## config.mk

```make
export PLATFORM = sky130hd
export DESIGN_NAME = serial_adder_ctrl
export DESIGN_NICKNAME = d
export VERILOG_FILES = /design/src/rtl/serial_adder_ctrl.sv
export SDC_FILE = /design/constraint.sdc
export NUM_CORES = 1
export LEC_CHECK = 0
export ABC_AREA = 1
export BUFFER_PORTS_ARGS = -buffer_cell sky130_fd_sc_hd__buf_4
export CAP_MARGIN = 40
export CORE_ASPECT_RATIO = 1.25
export CORE_MARGIN = 1.5
export CORE_UTILIZATION = 45
export DETAILED_ROUTE_END_ITERATION = 16
export PLACE_DENSITY = 0.69
export REMOVE_ABC_BUFFERS = 1
export SYNTH_ARGS = -nofsm -noshare
export SYNTH_HDL_FRONTEND = slang
export SYNTH_SLANG_ARGS = --single-unit
```

## constraint.sdc

```tcl
create_clock -name clk -period 1.22 [get_ports clk]
set_clock_uncertainty 0.15 [all_clocks]
set_input_delay 0.122 -clock clk [delete_from_list [all_inputs] [get_ports clk]]
set_output_delay 0.122 -clock clk [all_outputs]
set_load 0.01 [all_outputs]
```

## src/rtl/serial_adder_ctrl.sv

```systemverilog
// Bit-serial add/subtract controller.
// Runs one full-adder cell plus a carry flop over a WIDTH-bit operand pair,
// LSB first, one bit per clock, with a start/busy/done handshake.
//
// Ports:
//   clk    - rising-edge clock
//   rst_n  - asynchronous active-low reset
//   start  - operation request, sampled only in IDLE
//   a, b   - operands, captured when start is accepted
//   cin    - carry-in for add, captured at start (ignored when sub=1)
//   sub    - 1: a - b, 0: a + b + cin; captured at start
//   busy   - high while an operation is running or completing
//   done   - one-cycle pulse, sum/carry valid
//   sum    - registered result, held until the next completed operation
//   carry  - registered carry-out (subtract: 1 = no borrow)

module serial_adder_ctrl #(
    parameter int unsigned WIDTH = 8
) (
    input  logic             clk,
    input  logic             rst_n,
    input  logic             start,
    input  logic [WIDTH-1:0] a,
    input  logic [WIDTH-1:0] b,
    input  logic             cin,
    input  logic             sub,
    output logic             busy,
    output logic             done,
    output logic [WIDTH-1:0] sum,
    output logic             carry
);

    localparam int unsigned CW = (WIDTH > 1) ? $clog2(WIDTH) : 1;

    typedef enum logic [1:0] {
        S_IDLE = 2'd0,
        S_RUN  = 2'd1,
        S_DONE = 2'd2
    } state_t;

    state_t           state;
    state_t           state_nxt;

    logic [WIDTH-1:0] op_a;
    logic [WIDTH-1:0] op_b;
    logic [WIDTH-1:0] res;
    logic             c;
    logic [CW-1:0]    cnt;

    logic             load_c;
    logic             step_c;
    logic             last_c;
    logic             bit_s_c;
    logic             bit_c_c;

    // State register
    always_ff @(posedge clk or negedge rst_n) begin
        if (!rst_n) begin
            state <= S_IDLE;
        end else begin
            state <= state_nxt;
        end
    end

    // Next-state logic
    always_comb begin
        state_nxt = state;
        case (state)
            S_IDLE: if (start)  state_nxt = S_RUN;
            S_RUN:  if (last_c) state_nxt = S_DONE;
            S_DONE: state_nxt = S_IDLE;
            default: state_nxt = S_IDLE;
        endcase
    end

    // Control decode and the full-adder cell
    always_comb begin
        load_c  = 1'b0;
        step_c  = 1'b0;
        last_c  = 1'b0;
        bit_s_c = op_a[0] ^ op_b[0] ^ c;
        bit_c_c = (op_a[0] & op_b[0]) | (op_a[0] & c) | (op_b[0] & c);
        case (state)
            S_IDLE: load_c = start;
            S_RUN: begin
                step_c = 1'b1;
                last_c = (cnt == CW'(WIDTH - 1));
            end
            default: ;
        endcase
    end

    // Datapath: operand shifters, carry flop, bit counter, working result
    always_ff @(posedge clk or negedge rst_n) begin
        if (!rst_n) begin
            op_a <= '0;
            op_b <= '0;
            res  <= '0;
            c    <= 1'b0;
            cnt  <= '0;
        end else if (load_c) begin
            op_a <= a;
            // Subtraction as a + ~b + 1: invert b and force the carry-in.
            op_b <= sub ? ~b : b;
            c    <= sub ? 1'b1 : cin;
            cnt  <= '0;
            res  <= '0;
        end else if (step_c) begin
            op_a <= op_a >> 1;
            op_b <= op_b >> 1;
            c    <= bit_c_c;
            res  <= {bit_s_c, res[WIDTH-1:1]};
            // Hold on the last bit so the counter never wraps.
            if (!last_c) begin
                cnt <= cnt + CW'(1);
            end
        end
    end

    // Result registers, only written on the final bit
    always_ff @(posedge clk or negedge rst_n) begin
        if (!rst_n) begin
            sum   <= '0;
            carry <= 1'b0;
        end else if (last_c) begin
            sum   <= {bit_s_c, res[WIDTH-1:1]};
            carry <= bit_c_c;
        end
    end

    // Status flags registered from the next state, equal to a decode of state
    always_ff @(posedge clk or negedge rst_n) begin
        if (!rst_n) begin
            busy <= 1'b0;
            done <= 1'b0;
        end else begin
            busy <= (state_nxt != S_IDLE);
            done <= (state_nxt == S_DONE);
        end
    end

endmodule

```

==> out/results.txt <==
placer congestion estimate: 0.756
warnings from Yosys: 0
area growth from synthesis to final layout: 51.7%
number of nets in the layout: 293
antenna violations before repair: 0
post-layout util: 0.725
synth unique cells: 19
Pwr Density: 2160 nW/µm²
leakage power of the design: 1.37 nW
number of hold-slack violations in the final timing report: 0
Crit. End Element: flip-flop
number of primary I/O pins: 32
final cell count without fillers: 323
VDD IR max: 0.962 mV
Netlist Area Pre-Place: 1840 µm²
Worst Tran Pin Value: 509 ps
total setup violations reported at the end of the flow: 33
synthesized flop and latch total: 40
Inserted Clock Buffers: 5
DRC viols: 0
Sinks on Clock Net: 40
remaining number of nets flagged by the antenna check after routing: 0
post-layout minimum cycle time: 1390 ps
HPWL Detailed: 2410 µm
async set-or-reset flop fraction in the synthesized netlist: 1.00
final clock period utilization by the worst path: 1.14
count of flip-flops with a built-in enable after synthesis: 0
startpoint of the most critical setup path: cnt[1]$_DFFE_PN0P_
# Max-Cap Violations: 0
setup slack after layout: -168 ps
effective utilization at floorplan: 0.478
average instance area after synthesis: 9.15 µm²
core footprint: 3850 µm²
total instance count after detailed placement: 293
register clock-pin slew on the reported worst setup and hold paths: 70 ps
number of H-tree levels: 2
wirelength, routed: 4300 µm
Hold WC Path Type: in -> reg
leftover overflow at the end of global routing: 0
wire length of the first global-routing pass: 6970 µm
fraction of layout cells with a size suffix above 1: 0.457
post-DR wirelength/cell: 13.3 µm
latest clock arrival within the worst-skew pair: 290 ps
maximum fanout along the worst path: 4
clock tree from TritonCTS: built
sort of element at the start of the critical path: flip-flop
die outline area: 4480 µm²
sequential-to-total area share from yosys stat: 0.544
ys flop type: sky130_fd_sc_hd__dfrtp_1
Cell Chain, Critical Path: ha_2 > ha_4 > nand2_4 > buf_6 > nand2_4 > nand2_1 > nand2_1
required time of the critical path: 1240 ps
failing checks: negative setup slack
largest stage delay on the critical path: 390 ps
critical path type: reg -> reg
via count of the first global-routing pass: 1576
minimum setup slack after placement: -167 ps
Max-slew headroom: 0.660
Hold Path Origin: cin
quantity of I/O buffers inserted on ports: 31
final slew viol count: 0
gate count of the mapped netlist: 201
Chip Width: 60.2 µm
RSZ-0062 raised after global routing: yes
worst path arrival time: 1410 ps
overall die height: 74.5 µm
diode count: 0
number of design-rule violations left by the first detailed-router iteration: 67
# rows: 25
overall fraction of global-route tracks in use: 0.210
CTS max path bufs: 2
total vias in the final route: 1591
start of the worst register-to-register path: cnt[1]$_DFFE_PN0P_
fill cell count: 278
CTS root buffer: sky130_fd_sc_hd__clkbuf_8
CP max stage cell: sky130_fd_sc_hd__dfrtp_1
result of the run: complete, but fails checks
pin count of the biggest net entering global routing: 41
drt pass-1 iters: 4
per-cell via count in the routed design: 4.93
maximum clock frequency: 0.721 GHz
[routing by layer]
metal  wire length [µm]  GRT usage
met1               1790      0.239
met2               2310      0.376
met3                139     0.0435
met4                 62     0.0864
met5                  0          0
[layout make-up]
| cell class | instances | area, µm² | area share |
|---|---|---|---|
| Multi-Input combinational cell | 127 | 917 | 0.329 |
| Sequential cell | 40 | 1000 | 0.360 |
| Tap cell | 54 | 67.6 | 0.0242 |
| Timing Repair Buffer | 69 | 622 | 0.223 |
| Clock buffer | 6 | 72.6 | 0.0260 |
| Clock inverter | 1 | 5.00 | 0.00179 |
| Inverter | 26 | 103 | 0.0368 |
[critical path, delay by kind of cell, from the launching register on]
family,cells,cell delay (ps)
adders and majority gates,2,380
buffers and inverters,1,100
and+or+nand+nor,4,250
DFF,1,390
[cells by family after synthesis]
group | count (synthesis) | synth area share
simple gates | 106 | 0.269
flops | 40 | 0.544
buf+inv | 34 | 0.0878
compound gates | 17 | 0.0694
fa+ha+maj | 3 | 0.0245
xor+xnor | 1 | 0.00476
[path summary, 6_finish.rpt]
check | slack (ps) | depth (start not counted) | end
min in group asynchronous | 200 | 2 | sum[0]$_DFFE_PN0P_
worst max register to register | -170 | 7 | cnt[0]$_DFFE_PN0P_
worst min-delay path | 5 | 5 | c$_DFFE_PN0P_
worst min register to register | 330 | 2 | sum[5]$_DFFE_PN0P_
worst max-delay path | -170 | 7 | cnt[0]$_DFFE_PN0P_
max in group asynchronous | 340 | 2 | state[1]$_DFF_PN0_
[where the power goes]
| group | internal, W | leakage [nW] | switching [W] |
|---|---|---|---|
| logic | 0.00146 | 0.808 | 0.00159 |
| registers | 0.00183 | 0.520 | 0.000328 |
| clock network | 0.000388 | 0.0410 | 0.000433 |
| total | 0.00368 | 1.37 | 0.00235 |
[through the flow]
step	setup TNS (ps)	power [W]	instance area, µm²	hold slack, ps
floorplan	-5380	0.00335	1780	-324
global placement	-2640	0.00423	2210	-25.0
detailed placement	-3290	0.00429	2210	-25.8
CTS	-2020	0.00573	2700	6.20
global route	-3800	0.00646	2790	28.8
finish	-2240	0.00604	2790	4.66
[state kept, by name (all words and copies together), names as in the netlist]
signal and flops:
carry 1, res 7, c 1, state 2
op_a 8, sum 8, done 1, op_b 8
busy 1, cnt 3
[synth_stat cells, types with 2 or more instances]
cell type / n / share of area
sky130_fd_sc_hd__nand2_1: 56 / 0.11
sky130_fd_sc_hd__dfrtp_1: 40 / 0.54
sky130_fd_sc_hd__nand3_1: 32 / 0.087
sky130_fd_sc_hd__inv_1: 24 / 0.049
sky130_fd_sc_hd__nand4_1: 10 / 0.034
sky130_fd_sc_hd__o21ai_2: 9 / 0.043
sky130_fd_sc_hd__o22ai_1: 7 / 0.024
sky130_fd_sc_hd__nand2_2: 4 / 0.014
sky130_fd_sc_hd__buf_2: 3 / 0.0082
sky130_fd_sc_hd__buf_6: 3 / 0.018
sky130_fd_sc_hd__buf_4: 2 / 0.0082
sky130_fd_sc_hd__ha_1: 2 / 0.014
sky130_fd_sc_hd__inv_2: 2 / 0.0041
sky130_fd_sc_hd__nor2_4: 2 / 0.012
[what timing repair did]
item | 4_1_cts | 5_1_grt
pin swaps | 9 | 8
endpoints found under the setup margin | 39 | 39
setup buffers | 6 | 1
gates cloned | 3 | 0
hold buffers | 15 | 0
resized for setup | 44 | 29
hold endpoints to repair | 54 | 0
[layout by cell type, fill, tap and decap left out, drive strengths merged, types with 3 or more instances in the layout]
cell type    Yosys  routed
clkbuf           0       6
nand3           32      32
inv             26      25
nand2           61      61
dfrtp           40      40
buf              8      54
nor2             3       3
o21ai           10      10
nand4           10      10
o22ai            7       7
dlygate4sd3      0      15
(Power assumes the default switching activity.)
